File: config.mk
export PLATFORM = sky130hd
export DESIGN_NAME = cpu_player_ctrl
export DESIGN_NICKNAME = d
export VERILOG_FILES = /design/src/rtl/cpu_player_ctrl.sv
export SDC_FILE = /design/constraint.sdc
export NUM_CORES = 1
export LEC_CHECK = 0
export BUFFER_PORTS_ARGS = -buffer_cell sky130_fd_sc_hd__buf_2
export CELL_PAD_IN_SITES_DETAIL_PLACEMENT = 0
export CELL_PAD_IN_SITES_GLOBAL_PLACEMENT = 1
export CORE_MARGIN = 2
export CORE_UTILIZATION = 30
export CTS_CLUSTER_DIAMETER = 200
export DETAILED_ROUTE_END_ITERATION = 7
export PLACE_DENSITY = 0.71
export SYNTH_ARGS = -nofsm -noshare
export SYNTH_HDL_FRONTEND = slang
export SYNTH_SLANG_ARGS = --single-unit
File: constraint.sdc
create_clock -name frame_clk -period 2.4 [get_ports frame_clk]
set_input_delay 0 -clock frame_clk [delete_from_list [all_inputs] [get_ports frame_clk]]
set_output_delay 0 -clock frame_clk [all_outputs]
set_load 0.02 [all_outputs]
File: src/rtl/cpu_player_ctrl.sv
// CPU opponent driver: turns ball/player positions into the same keycode and
// keycode2 streams a keyboard would produce, with rate-limited moves and time-boxed jumps.
module cpu_player_ctrl #(
  parameter int REACT_FRAMES  = 4,
  parameter int DEADBAND      = 8,
  parameter int KICK_OFFSET   = 16,
  parameter int X_TARGET_MAX  = 615,
  parameter int GROUND_Y      = 428,
  parameter int JUMP_XWIN     = 40,
  parameter int JUMP_YWIN     = 64,
  parameter int JUMP_HOLD     = 3,
  parameter int JUMP_COOLDOWN = 30
) (
  input  logic       frame_clk,
  input  logic       Reset,
  input  logic       Enable,
  input  logic [9:0] BallX,
  input  logic [9:0] BallY,
  input  logic [9:0] PlayerX,
  input  logic [9:0] PlayerY,
  output logic [7:0] keycode,
  output logic [7:0] keycode2,
  output logic [1:0] State
);

  typedef enum logic [1:0] {
    ST_IDLE     = 2'd0,
    ST_TRACK    = 2'd1,
    ST_JUMP     = 2'd2,
    ST_COOLDOWN = 2'd3
  } state_t;

  localparam int RW   = (REACT_FRAMES > 1) ? $clog2(REACT_FRAMES) : 1;
  localparam int JMAX = (JUMP_HOLD > JUMP_COOLDOWN) ? JUMP_HOLD : JUMP_COOLDOWN;
  localparam int JW   = (JMAX > 1) ? $clog2(JMAX) : 1;

  localparam logic [RW-1:0] RCT_LAST  = RW'(REACT_FRAMES - 1);
  localparam logic [JW-1:0] HOLD_LAST = JW'(JUMP_HOLD - 1);
  localparam logic [JW-1:0] COOL_LAST = JW'(JUMP_COOLDOWN - 1);

  localparam logic [10:0] KICK_OFF11 = 11'(KICK_OFFSET);
  localparam logic [10:0] XMAX11     = 11'(X_TARGET_MAX);
  localparam logic [10:0] DEAD11     = 11'(DEADBAND);
  localparam logic [10:0] GROUND11   = 11'(GROUND_Y);
  localparam logic [10:0] XWIN11     = 11'(JUMP_XWIN);
  localparam logic [10:0] YWIN11     = 11'(JUMP_YWIN);

  localparam logic [7:0] KEY_NONE  = 8'h00;
  localparam logic [7:0] KEY_LEFT  = 8'h04;
  localparam logic [7:0] KEY_RIGHT = 8'h07;
  localparam logic [7:0] KEY_JUMP  = 8'h1A;

  state_t        state_reg, state_next;
  logic [RW-1:0] rct_reg, rct_next;
  logic [JW-1:0] jcnt_reg, jcnt_next;
  logic [7:0]    keycode_reg, keycode_next;
  logic [7:0]    keycode2_reg, keycode2_next;

  // Widened to 11 bits so offsets and differences never wrap.
  logic [10:0] ball_x, ball_y, player_x, player_y;
  logic [10:0] tgt_raw, tgt, dx, dy;
  logic        move_right, move_left, jump_cond;
  logic [7:0]  decision;

  assign ball_x   = {1'b0, BallX};
  assign ball_y   = {1'b0, BallY};
  assign player_x = {1'b0, PlayerX};
  assign player_y = {1'b0, PlayerY};

  assign tgt_raw    = ball_x + KICK_OFF11;
  assign tgt        = (tgt_raw > XMAX11) ? XMAX11 : tgt_raw;
  assign move_right = (player_x + DEAD11) < tgt;
  assign move_left  = player_x > (tgt + DEAD11);
  assign decision   = move_right ? KEY_RIGHT : (move_left ? KEY_LEFT : KEY_NONE);

  assign dx = (ball_x >= player_x) ? (ball_x - player_x) : (player_x - ball_x);
  assign dy = player_y - ball_y;
  assign jump_cond = (player_y >= GROUND11) && (ball_y < player_y) &&
                     (dy <= YWIN11) && (dx <= XWIN11);

  always_ff @(posedge frame_clk or posedge Reset) begin
    if (Reset) begin
      state_reg    <= ST_IDLE;
      rct_reg      <= '0;
      jcnt_reg     <= '0;
      keycode_reg  <= KEY_NONE;
      keycode2_reg <= KEY_NONE;
    end else begin
      state_reg    <= state_next;
      rct_reg      <= rct_next;
      jcnt_reg     <= jcnt_next;
      keycode_reg  <= keycode_next;
      keycode2_reg <= keycode2_next;
    end
  end

  always_comb begin
    state_next    = state_reg;
    rct_next      = rct_reg;
    jcnt_next     = jcnt_reg;
    keycode_next  = keycode_reg;
    keycode2_next = keycode2_reg;
    if (!Enable) begin
      state_next    = ST_IDLE;
      rct_next      = '0;
      jcnt_next     = '0;
      keycode_next  = KEY_NONE;
      keycode2_next = KEY_NONE;
    end else if (state_reg == ST_IDLE) begin
      state_next    = ST_TRACK;
      rct_next      = '0;
      jcnt_next     = '0;
      keycode2_next = KEY_NONE;
    end else begin
      // Horizontal decisions run in every active state, once per react period.
      if (rct_reg == RCT_LAST) begin
        rct_next     = '0;
        keycode_next = decision;
      end else begin
        rct_next = rct_reg + 1'b1;
      end
      case (state_reg)
        ST_TRACK: begin
          keycode2_next = KEY_NONE;
          if (jump_cond) begin
            state_next    = ST_JUMP;
            keycode2_next = KEY_JUMP;
            jcnt_next     = '0;
          end
        end
        ST_JUMP: begin
          if (jcnt_reg == HOLD_LAST) begin
            state_next    = ST_COOLDOWN;
            keycode2_next = KEY_NONE;
            jcnt_next     = '0;
          end else begin
            keycode2_next = KEY_JUMP;
            jcnt_next     = jcnt_reg + 1'b1;
          end
        end
        ST_COOLDOWN: begin
          keycode2_next = KEY_NONE;
          if (jcnt_reg == COOL_LAST) begin
            state_next = ST_TRACK;
            jcnt_next  = '0;
          end else begin
            jcnt_next = jcnt_reg + 1'b1;
          end
        end
        default: begin
          state_next = ST_IDLE;
        end
      endcase
    end
  end

  assign keycode  = keycode_reg;
  assign keycode2 = keycode2_reg;
  assign State    = state_reg;

endmodule

# --- Yosys cells after proc, flatten, opt, wreduce, memory -nomap -nowiden ---
# Cells that the tools add are included.
op_classes:
  add_sub_neg: 8
  magnitude_cmp: 8
  n_eq_ne: 12
  n_mux: 27
  reduce_logical: 7
ops:
  columns: ["operator", "count"]
  rows:
  - ["$mux 8", 5]
  - ["$mux 5", 7]
  - ["$sub 10x10->11", 3]
  - ["$pmux 8 s3", 1]
  - ["$mux 11", 2]
  - ["$mux 2", 8]
  - ["$pmux 5 s3", 1]
  - ["$ne 4x4->1 const B", 3]
  - ["$add 10x4->11 const B", 1]
  - ["$add 10x5->11 const B", 1]
  - ["$add 11x4->11 const B", 1]
  - ["$gt 10x11->1", 1]
  - ["$gt 11x10->1 const B", 1]
  - ["$le 11x6->1 const B", 1]
  - ["$le 11x7->1 const B", 1]
  - ["$lt 11x11->1", 1]
  - ["$ge 10x10->1", 1]
  - ["$ge 10x9->1 const B", 1]
  - ["$lt 10x10->1", 1]
  - ["$eq 2x2->1 const B", 3]
  - ["$mux 3", 2]
  - ["$pmux 2 s3", 1]
  - ["$add 5x1->5 const B", 1]
  - ["$eq 5x2->1 const B", 1]
  - ["other kinds (10)", 13]
word_totals:
  regBits: 25
  out_inout_bits: 18
  word_cells: 67

# --- Logic depth before layout (Yosys ltp) ---
logic_depth:
  word_depth: 10
  depth_mapped: 17
  mapped_depth_nobuf: 17

# --- Worst setup path before layout ---
# Ideal clock, no wire load.
synth_timing:
  path_type: "input to register"
  start: "input port BallX[4]"
  end: "register keycode_reg[2] (netlist: keycode[2])"
  t_arrival_ns: 2.708
  required_time_ns: 2.276
  path_slack_ns: -0.433
  path_stages: 17
  path_cell_list: "ha_1 -> xnor2_1 -> nor3_1 -> o21ai_0 -> a21oi_1 -> o221ai_1 -> and2_1 -> ha_1 -> nor2b_1 -> o21a_1 -> o21a_1 -> o21a_1 -> o21a_1 -> o21ai_0 -> a21oi_1 -> nor3_1 -> o21bai_1"
synth_between:
  elab_chain_cells: 10
synth_rtl:
  columns: ["element", "line", "rtl"]
  rows:
  - ["start: declaration", "17", "input logic [9:0] BallX,"]
  - ["$add 10x5->11 (*)", "70", "assign tgt_raw = ball_x + KICK_OFF11;"]
  - ["$gt 11x10->1", "71", "assign tgt = (tgt_raw > XMAX11) ? XMAX11 : tgt_raw;"]
  - ["$mux 11 (*)", "71", null]
  - ["$add 11x4->11", "73", "assign move_left = player_x > (tgt + DEAD11);"]
  - ["$gt 10x11->1", "73", null]
  - ["$mux 3", "74", "assign decision = move_right ? KEY_RIGHT : (move_left ? KEY_LEFT : KEY_NONE);"]
  - ["$mux 3 (*)", "74", null]
  - ["$mux 8 (*)", "116", "if (rct_reg == RCT_LAST) begin"]
  - ["$mux 8 (*)", "109", "end else if (state_reg == ST_IDLE) begin"]
  - ["$mux 8 (*)", "103", "if (!Enable) begin"]
  - ["end signal: assignment", "92", "keycode_reg <= keycode_next;"]
  - ["end: declaration", "56", "logic [7:0] keycode_reg, keycode_next;"]
# Every way passes the cells marked *; elsewhere a longest branch is shown, timed or not. The select of a mux whose other input is x is not followed.
# A chain may end at the register's enable or synchronous reset.

# --- Worst setup path in the final report ---
layout_timing:
  start: "input port BallX[5]"
  end: "register jcnt_reg[1]"
layout_between:
  elab_chain_cells: 6
layout_rtl:
  columns: ["element", "line", "rtl"]
  rows:
  - ["$sub 10x10->11 or $ge 10x10->1 (tied branches)", "76", "assign dx = (ball_x >= player_x) ? (ball_x - player_x) : (player_x - ball_x);"]
  - ["$mux 11 (*)", "76", null]
  - ["$le 11x6->1 (*)", "79", "(dy <= YWIN11) && (dx <= XWIN11);"]
  - ["$logic_and 1x1->1 (*)", "79", null]
  - ["$ne 4x4->1 (no source line) (*)", null, null]
  - ["$reduce_and 2->1 (no source line) (*)", null, null]
  - ["end signal: assignment", "91", "jcnt_reg <= jcnt_next;"]
  - ["end: declaration", "55", "logic [JW-1:0] jcnt_reg, jcnt_next;"]
# Every way passes the cells marked *; elsewhere a longest branch is shown, timed or not.

==> results_dict.tcl <==
set metrics [dict create \
    synth-seq-area-share_pct 9.535 \
    fp-row-count 37 \
    overflow 0 \
    synth.area.mux_share_pct 2.662 \
    grt_pass1_vias 3422 \
    endpoint_kind "flip-flop" \
    outcome "finished with violations" \
    antenna_cells 0 \
    gp_congestion 0.8595 \
    seq_area_um2 300.3 \
    synth_ff_type "dfrtp_1" \
    switching_share_pct 43.74 \
    path_clk_slew_ps 60 \
    largest_reg_flops 5 \
    num_vias 3380 \
    fin_ws_ps -78.93 \
    yosys_warnings 0 \
    max-clock-path-buffers 2 \
    yosys.area_share.simple_pct 18.39 \
    die_h_um 106.5 \
    setup_viol 5 \
    num-nets-final 670 \
    p_total_uw 1953 \
    critPathKind "primary input to flip-flop" \
    reg2reg_depth 8 \
    synth_top_family_by_area "compound AO/OA/AOI/OAI gates" \
    drcViolationCount 0 \
    root_buffer "clkbuf_8" \
    worst_pin_slew_ps 511.8 \
    first_iter_violations 139 \
    top_usage_layer "met2" \
    p_per_area_nw_per_um2 392.8 \
    rsz0062_at_grt "yes" \
    die_w_um 106.5 \
    grt_usage_pct 15.90 \
    wl_mm 9.204 \
    grt_max_degree 13 \
    htree_levels 1 \
    seqPwrFrac_pct 14.3 \
    ys_ff_latch 12 \
    clock_latency_ps 240 \
    synth_cells 404 \
    fin_hold_ws_ps 148.6 \
    cts_tree "done" \
    clkPwrFrac_pct 11.5 \
    max_cap_viol_count 0 \
    crit_fanout 4 \
    met3_usage_pct 1.226 \
    hold_path_class "primary input to flip-flop" \
    fin_util_pct 48.39 \
    fin_skew_ps 3.502 \
    io_pins 61 \
    syn2layout_area_growth_pct 57.93 \
    cts_buffers 3 \
    fillerInstances 1003 \
    ys_types 62 \
    drive_gt1_share_pct 44.68 \
    synth_xor_area_share_pct 6.953 \
    synth_edf_count 0 \
    firstDrtPassIters 4 \
    p_int_uw 1099 \
    fmax_ghz 0.4034 \
    route.antenna.remaining_nets 0 \
    post-route-min-period_ps 2479 \
    violations "negative setup slack" \
    core_area_um2 10280 \
    grt.met1_usage_pct 21.75 \
    pwr-share-comb_pct 74.2 \
    cp.arrival_ps 2610 \
    crit_required_ps 2530 \
    fin_crit_sh_pct 103.3 \
    routed_via_density 4.829 \
    relSlewSlack_pct 65.84 \
    reg2reg_setup_slack_ps 190 \
    syn_avg_cell_area_um2 7.795 \
    finalHoldViolCount 0 \
    multi_input_area_um2 2979 \
    p_leak_uw 0.002453 \
    cp-start-kind "primary input" \
    r2r_end "jcnt_reg[2]$_DFFE_PP0P_" \
    async_flop_share_pct 100.0 \
    synthAdderAreaFrac_pct 25.19 \
    peakVddDrop_v 0.0002503 \
    place_hpwl_mm 7.638 \
    dieArea_um2 11330 \
    endpoint "jcnt_reg[1]$_DFFE_PP0P_" \
    syn_area_um2 3149 \
    p_switching_uw 854.4 \
    antenna_found_initial 0 \
    port_buffers 50 \
    r2r_start "jcnt_reg[0]$_DFFE_PP0P_" \
    start_util_pct 30.64 \
    cts_sinks 12 \
    grt.met2_usage_pct 28.21 \
    synth_compound_area_share_pct 25.71 \
    wl_per_cell_um 13.15 \
    slew_violations 0 \
    critPathLaunch "BallX[5]" \
    grt_pass1_wl_mm 15.23 \
]
[stage by stage]
stage               worst slack (ps)  instances  cell area [um^2]  TNS (ps)
floorplan                     -217.0        413              3401    -629.5
CTS                           -79.69        697              4788    -260.6
global placement              -466.5        681              4429     -4016
finish                        -78.93        700              4974    -267.2
detailed placement            -522.4        681              4429     -4525
global route                  -247.0        700              4974     -1607
[area by class of cell]
cell class | instances | share of cell area, %
multi-input cells | 326 | 59.90
well taps | 136 | 3.421
repair buffers | 170 | 25.11
clock buffers | 4 | 1.107
inverters | 52 | 4.428
flip-flops and latches | 12 | 6.038
[how the worst min path moves through the flow]
| stage | cells past startpoint | endpoint | slack (ps) | start |
|---|---|---|---|---|
| 6_report | 3 | jcnt_reg[3]$_DFFE_PP0P_ | 150 | Enable |
| 5_1_grt | 3 | jcnt_reg[3]$_DFFE_PP0P_ | 180 | Enable |
| 4_1_cts | 3 | jcnt_reg[3]$_DFFE_PP0P_ | 140 | Enable |
| 3_5_place_dp | 2 | keycode2[3]$_DFFE_PP0P_ | 60 | Reset |
| 3_3_place_gp | 2 | keycode2[3]$_DFFE_PP0P_ | 40 | Reset |
| 2_1_floorplan | 1 | State[0]$_DFFE_PP0P_ | -140 | Reset |
[synth_stat cells (4+ instances only)]
master    count  area share (%)
buf_4        15             3.6
nor3_1       13             2.1
xnor2_1      16             4.4
o21a_1       10             2.4
dfrtp_1      12             9.5
nor2_1       19             2.3
and2_1        6             1.2
nand2_1      21             2.5
inv_1        52             6.2
and3_1        4            0.79
nand3b_1      5             1.2
nand3_1      19             3.0
a21o_1       13             3.1
a211oi_1      8             1.9
ha_1         61              24
xor2_1        9             2.5
o21ai_0      11             1.7
mux2i_1       5             1.6
nand4_1       5            0.99
a21oi_1      25             4.0
nand2b_1      5            0.99
a31oi_1       7             1.4
[layer usage]
metal | vias to the layer above | wire length (um)
li1 | 1748 | -
met1 | 1558 | 4380
met2 | 70 | 4502
met3 | 4 | 283
met4 | 0 | 38
met5 | - | 0
[worst max-delay path, cell delays in order]
cell	delay (ps)
buf_12	90
clkinv_8	60
buf_6	110
ha_4	280
nand3_4	90
o41ai_4	370
nor2_1	110
mux2_1	320
o22ai_1	140
and4bb_2	310
a41oi_4	170
o21ai_4	230
mux2_4	310
[layout by cell type, fill, tap and decap left out, types with 9 or more instances in the layout]
cell,n
buf_4,114
ha_1,46
buf_2,44
inv_1,43
nor2_1,19
nand2_1,19
a21oi_1,18
nand3_1,15
ha_4,15
xnor2_1,14
a21o_1,13
dfrtp_1,12
conb_1,11
o21a_1,10
xor2_1,9
nor3_1,9
[power groups by stage]
stage | Clock, uW | Sequential, uW | Combinational (uW)
4_1_cts | 230 | 277 | 1360
3_5_place_dp | 0 | 279 | 1250
3_3_place_gp | 0 | 277 | 1230
2_1_floorplan | 0 | 293 | 789
5_1_grt | 236 | 283 | 1600
6_report | 225 | 279 | 1450
[timing repair]
| action | 4_1_cts | 5_1_grt |
|---|---|---|
| setup endpoints to repair | 10 | 10 |
| setup buffers | 11 | 3 |
| pin swaps | 32 | 21 |
| hold buffers | 1 | 0 |
| gates resized for setup | 47 | 31 |
| hold endpoints to repair | 12 | 0 |
[kinds of logic (layout without fill, tap and decap cells)]
group | count (synthesis) | count (layout)
simple gates | 109 | 109
fa+ha+maj | 63 | 63
buf+inv | 75 | 226
other cells | 2 | 11
mux | 8 | 8
xor+xnor | 25 | 25
compound gates | 110 | 110
flops | 12 | 12
(Power assumes the default switching activity.)
